==> src/rtl/int_ctrl_pkg.sv <==
// Shared types and register map for the interrupt controller.
package int_ctrl_pkg;

    typedef enum logic [1:0] {
        IDLE    = 2'd0,
        REQ     = 2'd1,
        SERVICE = 2'd2
    } state_t;

    localparam logic [1:0] REG_MASK  = 2'd0;
    localparam logic [1:0] REG_PEND  = 2'd1;
    localparam logic [1:0] REG_CAUSE = 2'd2;
    localparam logic [1:0] REG_CTRL  = 2'd3;

    localparam int CAUSE_VALID = 7;

endpackage

==> src/rtl/int_edge_sync.sv <==
// Two-flop synchroniser plus rising-edge detect for a single interrupt line.
module int_edge_sync (
    input  logic clk,
    input  logic rst,
    input  logic cen,
    input  logic a_i,
    output logic edge_o
);

    logic s1_q;
    logic s2_q;
    logic prev_q;

    // prev_q resets to 0, so a line already high at reset yields one edge.
    always_ff @(posedge clk or negedge rst) begin
        if (!rst) begin
            s1_q   <= 1'b0;
            s2_q   <= 1'b0;
            prev_q <= 1'b0;
        end else if (cen) begin
            s1_q   <= a_i;
            s2_q   <= s1_q;
            prev_q <= s2_q;
        end
    end

    assign edge_o = s2_q & ~prev_q;

endmodule

==> src/rtl/int_controller.sv <==
// Interrupt controller: edge-latched pending bits, mask/priority, request FSM
// towards the core and a small register file on the I/O port bus.
module int_controller
    import int_ctrl_pkg::*;
#(
    parameter int         N_SRC     = 8,
    parameter logic [7:0] PORT_BASE = 8'hF0
) (
    input  logic             clk,
    input  logic             rst,
    input  logic             cen,
    input  logic [N_SRC-1:0] irq_src_i,
    input  logic             port_cyc_i,
    input  logic             port_stb_i,
    input  logic             port_we_i,
    input  logic [7:0]       port_adr_i,
    input  logic [7:0]       port_dat_i,
    output logic [7:0]       port_dat_o,
    output logic             port_ack_o,
    output logic             int_req_o,
    input  logic             int_ack_i
);

    logic [N_SRC-1:0] edgeVec;
    logic [N_SRC-1:0] mask_q, mask_d;
    logic [N_SRC-1:0] pend_q, pend_d;
    logic [N_SRC-1:0] pendMasked;
    logic [N_SRC-1:0] selOneHot;
    logic [2:0]       selIdx;
    logic [2:0]       causeIdx_q, causeIdx_d;
    logic             causeValid_q, causeValid_d;
    logic             ctrlGe_q, ctrlGe_d;
    state_t           state_q, state_d;
    logic             req_q;
    logic             ack_q;
    logic [7:0]       dat_q;
    logic [7:0]       rdData;
    logic [7:0]       maskExt;
    logic [7:0]       pendExt;
    logic             hit;
    logic             wrMask, wrPend, wrCause, wrCtrl;
    logic             act;

    for (genvar g = 0; g < N_SRC; g++) begin : gSrc
        int_edge_sync uSync (
            .clk    (clk),
            .rst    (rst),
            .cen    (cen),
            .a_i    (irq_src_i[g]),
            .edge_o (edgeVec[g])
        );
    end

    assign hit     = port_cyc_i & port_stb_i & (port_adr_i[7:2] == PORT_BASE[7:2]);
    assign wrMask  = hit & port_we_i & (port_adr_i[1:0] == REG_MASK);
    assign wrPend  = hit & port_we_i & (port_adr_i[1:0] == REG_PEND);
    assign wrCause = hit & port_we_i & (port_adr_i[1:0] == REG_CAUSE);
    assign wrCtrl  = hit & port_we_i & (port_adr_i[1:0] == REG_CTRL);

    assign pendMasked = pend_q & mask_q;
    assign act        = ctrlGe_q & (|pendMasked);

    // Scan from the top so the lowest set index is the one left standing.
    always_comb begin
        selIdx    = 3'd0;
        selOneHot = '0;
        for (int i = N_SRC - 1; i >= 0; i--) begin
            if (pendMasked[i]) begin
                selIdx       = 3'(i);
                selOneHot    = '0;
                selOneHot[i] = 1'b1;
            end
        end
    end

    always_comb begin
        maskExt                = 8'h00;
        maskExt[N_SRC-1:0]     = mask_q;
        pendExt                = 8'h00;
        pendExt[N_SRC-1:0]     = pend_q;
        rdData                 = 8'h00;
        case (port_adr_i[1:0])
            REG_MASK:  rdData = maskExt;
            REG_PEND:  rdData = pendExt;
            REG_CAUSE: begin
                rdData[CAUSE_VALID] = causeValid_q;
                rdData[2:0]         = causeIdx_q;
            end
            REG_CTRL:  rdData[0] = ctrlGe_q;
        endcase
    end

    // Edges are ORed in last so a new edge beats both W1C and the ack clear.
    always_comb begin
        mask_d       = mask_q;
        pend_d       = pend_q;
        ctrlGe_d     = ctrlGe_q;
        causeIdx_d   = causeIdx_q;
        causeValid_d = causeValid_q;
        state_d      = state_q;

        if (wrMask) mask_d   = port_dat_i[N_SRC-1:0];
        if (wrCtrl) ctrlGe_d = port_dat_i[0];
        if (wrPend) pend_d   = pend_d & ~port_dat_i[N_SRC-1:0];

        case (state_q)
            IDLE: begin
                if (act) state_d = REQ;
            end
            REQ: begin
                if (int_ack_i && act) begin
                    state_d      = SERVICE;
                    causeValid_d = 1'b1;
                    causeIdx_d   = selIdx;
                    pend_d       = pend_d & ~selOneHot;
                end else if (!act) begin
                    state_d = IDLE;
                end
            end
            SERVICE: begin
                if (wrCause) begin
                    state_d      = IDLE;
                    causeValid_d = 1'b0;
                end
            end
            default: state_d = IDLE;
        endcase

        pend_d = pend_d | edgeVec;
    end

    always_ff @(posedge clk or negedge rst) begin
        if (!rst) begin
            mask_q       <= '0;
            pend_q       <= '0;
            ctrlGe_q     <= 1'b0;
            causeIdx_q   <= 3'd0;
            causeValid_q <= 1'b0;
            state_q      <= IDLE;
            req_q        <= 1'b0;
            ack_q        <= 1'b0;
            dat_q        <= 8'h00;
        end else if (cen) begin
            mask_q       <= mask_d;
            pend_q       <= pend_d;
            ctrlGe_q     <= ctrlGe_d;
            causeIdx_q   <= causeIdx_d;
            causeValid_q <= causeValid_d;
            state_q      <= state_d;
            req_q        <= (state_d == REQ);
            ack_q        <= hit;
            dat_q        <= hit ? rdData : 8'h00;
        end
    end

    assign int_req_o  = req_q;
    assign port_ack_o = ack_q;
    assign port_dat_o = dat_q;

endmodule

==> config.mk <==
export PLATFORM = sky130hd
export DESIGN_NAME = int_controller
export DESIGN_NICKNAME = d
export VERILOG_FILES = /design/src/rtl/int_ctrl_pkg.sv /design/src/rtl/int_edge_sync.sv /design/src/rtl/int_controller.sv
export SDC_FILE = /design/constraint.sdc
export NUM_CORES = 1
export LEC_CHECK = 0
export CORE_UTILIZATION = 35
export DETAILED_ROUTE_END_ITERATION = 16
export PLACE_DENSITY = 0.67
export RECOVER_POWER = 100
export SLEW_MARGIN = 30
export SYNTH_ARGS = -nofsm -noshare
export SYNTH_HDL_FRONTEND = slang
export SYNTH_SLANG_ARGS = --single-unit
==> constraint.sdc <==
create_clock -name clk -period 3 [get_ports clk]
set_clock_uncertainty 0.2 [all_clocks]
set_input_delay 0.3 -clock clk [delete_from_list [all_inputs] [get_ports clk]]
set_output_delay 0.3 -clock clk [all_outputs]
set_load 0.01 [all_outputs]
==> results.md <==
- Outcome: finished with violations
- Failing checks: max-capacitance violations, max-slew violations
- GPL Wtd Cong: around 0.86
- Grt ovf: 0
- Die footprint: around 8000 um^2
- Core area: 7292 um^2
- Relative slew slack: -2.647%
- PortBufs: 40
- Share of the synthesized area in the top cell type: between 50% and 60%
- Routed WL: between 5000 and 6000 um
- Worst hold slack: roughly 0.21 ns
- Fin crit period: between 2 and 2.5 ns
- Initial Util: about 36%
- Post-CTS Setup Inserts: 0
- TritonCTS clock tree: built
- Final period util: between 80% and 90%
- # rows: 31
- Pins Over Slew Limit: 36
- Vias: 1919
- CTS Buf Count: 9
- Largest net degree at the start of global routing: 36
- Crit path required time: between 3 and 4 ns
- N_diodes: 0
- Wire per inst: approximately 15 um
- Async S/R FF share, synth: 100.0%
- Fin. Hold Viols: 0
- CP Class: primary input to register
- Die Wd: approximately 90 um
- Vias in the first global route: approximately 1900
- Syn nets: about 260
- CP max FO: 8
- Cell count after synthesis: 230
- Most frequent cells in the layout: dfrtp_1 (57), mux2_2 (30), clkdlybuf4s50_1 (26), nand2_1 (20), inv_1 (17)
- Most common cell after layout, fill and taps aside: dfrtp_1
- Yosys reg bits: between 50 and 60
- FMAX: between 400 and 500 MHz
- Initial DRC Count: 86
- Maximum VDD drop: 0.0003640 V
- Hold/Removal Path Class: primary input to register
- Share of cells above drive strength 1: ~20%
- First-pass GRT wire length: a little over 9000 um
- Slew @ Worst Pin: 1.540 ns
- Mapped cell area: approximately 2700 um^2
- Synth top area cells: dfrtp_1 (54%), mux2_2 (13%), nand2_1 (2.8%)
- Primary FF master, synth: dfrtp_1
- Worst Setup End Kind: register
- Die height: around 90 um
- Setup tns final: 0 ns
- Register area share after synthesis: 53.60%
- # setup viols final: 0
- Lkg Pwr: 1.451 nW
- Vias per cell: approximately 5
- Number of synthesized flops with an enable pin: 0
- Layout Nets: about 300
- Cts repair resizes: 0
- HPWL after DPL: 4167 um
- Yosys cell types: 44
- Syn Area/Cell: roughly 12 um^2
- Clk_lat worst skew: approximately 0.33 ns
- H-tree Lvls: 3
- Leading area contributor after synthesis: dfrtp_1
- TritonRoute pass-1 iters: 4
- Pwr dens: ~540 nW/um^2
- # DRC: 0
- Fin util: between 40 and 50%
- WP data arrival: approximately 2.5 ns
- Critical Path Start Type: primary input
- RSZ-0062 raised after global routing: no
- # IOs: between 40 and 50
- Max Cap Viol: 1
- Initial antenna violation count: 0
- All-Layer GR Usage: between 10% and 20%
- Syn. warnings: 0
- Clk sinks: 57
- CTS Root Cell: clkbuf_8
- CTS clk-pin slew, worst paths: roughly 0.070 ns
- Max Buffers Root-to-Sink: 2
- Remaining antenna violation count: 0
- Synthesis-to-finish area growth: 27.17%
==> worst paths after layout <==
| check | slack (ns) | cells after the start | endpoint | from |
|---|---|---|---|---|
| min in group asynchronous | 0.52 | 2 | state_q[0]$_DFFE_PN0P_ | rst |
| max | 0.57 | 5 | maskExt[7]$_DFFE_PN0P_ | port_adr_i[7] |
| max reg2reg | 1.02 | 4 | causeIdx_q[0]$_DFFE_PN0P_ | maskExt[5]$_DFFE_PN0P_ |
| max in group asynchronous | 0.80 | 3 | maskExt[3]$_DFFE_PN0P_ | rst |
| min reg2reg | 0.29 | 1 | port_dat_o[3]$_DFFE_PN0P_ | port_dat_o[3]$_DFFE_PN0P_ |
| min | 0.21 | 2 | int_req_o$_DFFE_PN0P_ | cen |
==> report_power, final <==
part / internal [mW] / switching [mW] / leakage [nW]
registers: 0.816 / 0.0255 / 0.698
logic: 0.0901 / 0.0699 / 0.638
clock network: 0.510 / 0.300 / 0.115
total: 1.42 / 0.396 / 1.45
==> logic make-up after synthesis <==
logic type,Yosys count,share of synthesized area (%)
muxes,38,16.17
buffers and inverters,27,4.419
AOI/OAI and AO/OA,47,12.37
DFF,57,53.60
and+or+nand+nor,61,13.45
==> stage by stage <==
stage	total power [mW]	cell area [um^2]	std cells	setup slack, ns
finish	1.812	3385	382	0.5696
global route	1.893	3385	382	0.3423
CTS	1.838	3406	382	0.7197
detailed placement	1.021	3167	365	0.3548
global placement	1.014	3167	365	0.4184
floorplan	0.9373	2661	230	0.9671
==> routing by layer <==
metal	track usage [%]	part of all wire, %	wire length [um]
met2	25.68	46	2567
met4	5.772	1.6	90
met1	20.52	46	2571
met3	5.355	6.4	358
met5	0	0	0
==> repair_timing <==
item,CTS,global route
endpoints found under the setup margin,0,0
hold endpoints to repair,20,0
hold buffers,1,0
==> final cells by class <==
cell class	count	area [um^2]
Sequential cell	57	1426
Timing Repair Buffer	47	430.4
Multi-Input combinational cell	146	1111
Clock buffer	11	151.4
Fill cell	735	3908
Inverter	17	63.81
Clock inverter	5	77.57
Tap cell	99	123.9
==> flip-flops by register name, indices dropped and copies added, names as in the netlist <==
name	count
gSrc.uSync.prev_q	8
maskExt	8
gSrc.uSync.s2_q	8
causeIdx_q	3
gSrc.uSync.s1_q	8
state_q	2
ctrlGe_q	1
port_dat_o	8
port_ack_o	1
pendExt	8
int_req_o	1
causeValid_q	1
==> synth_stat cells (3+ instances only) <==
master    number
dfrtp_1       57
mux2_2        30
nand2_1       20
inv_1         17
o21ai_0       10
mux2i_1        7
nand3_1        7
a21oi_1        6
nand4_1        6
nor2_1         6
o22ai_1        6
a32o_1         5
clkbuf_1       5
nor2b_1        5
a22oi_1        4
a21boi_0       3
==> critical path, cell delays in order <==
cell and delay (ns):
dlygate4sd3_1 0.52, nand4_1 0.17, or3_1 0.50, nor3b_2 0.55
mux2_2 0.40
No activity file was read; power rests on OpenSTA's default activity.
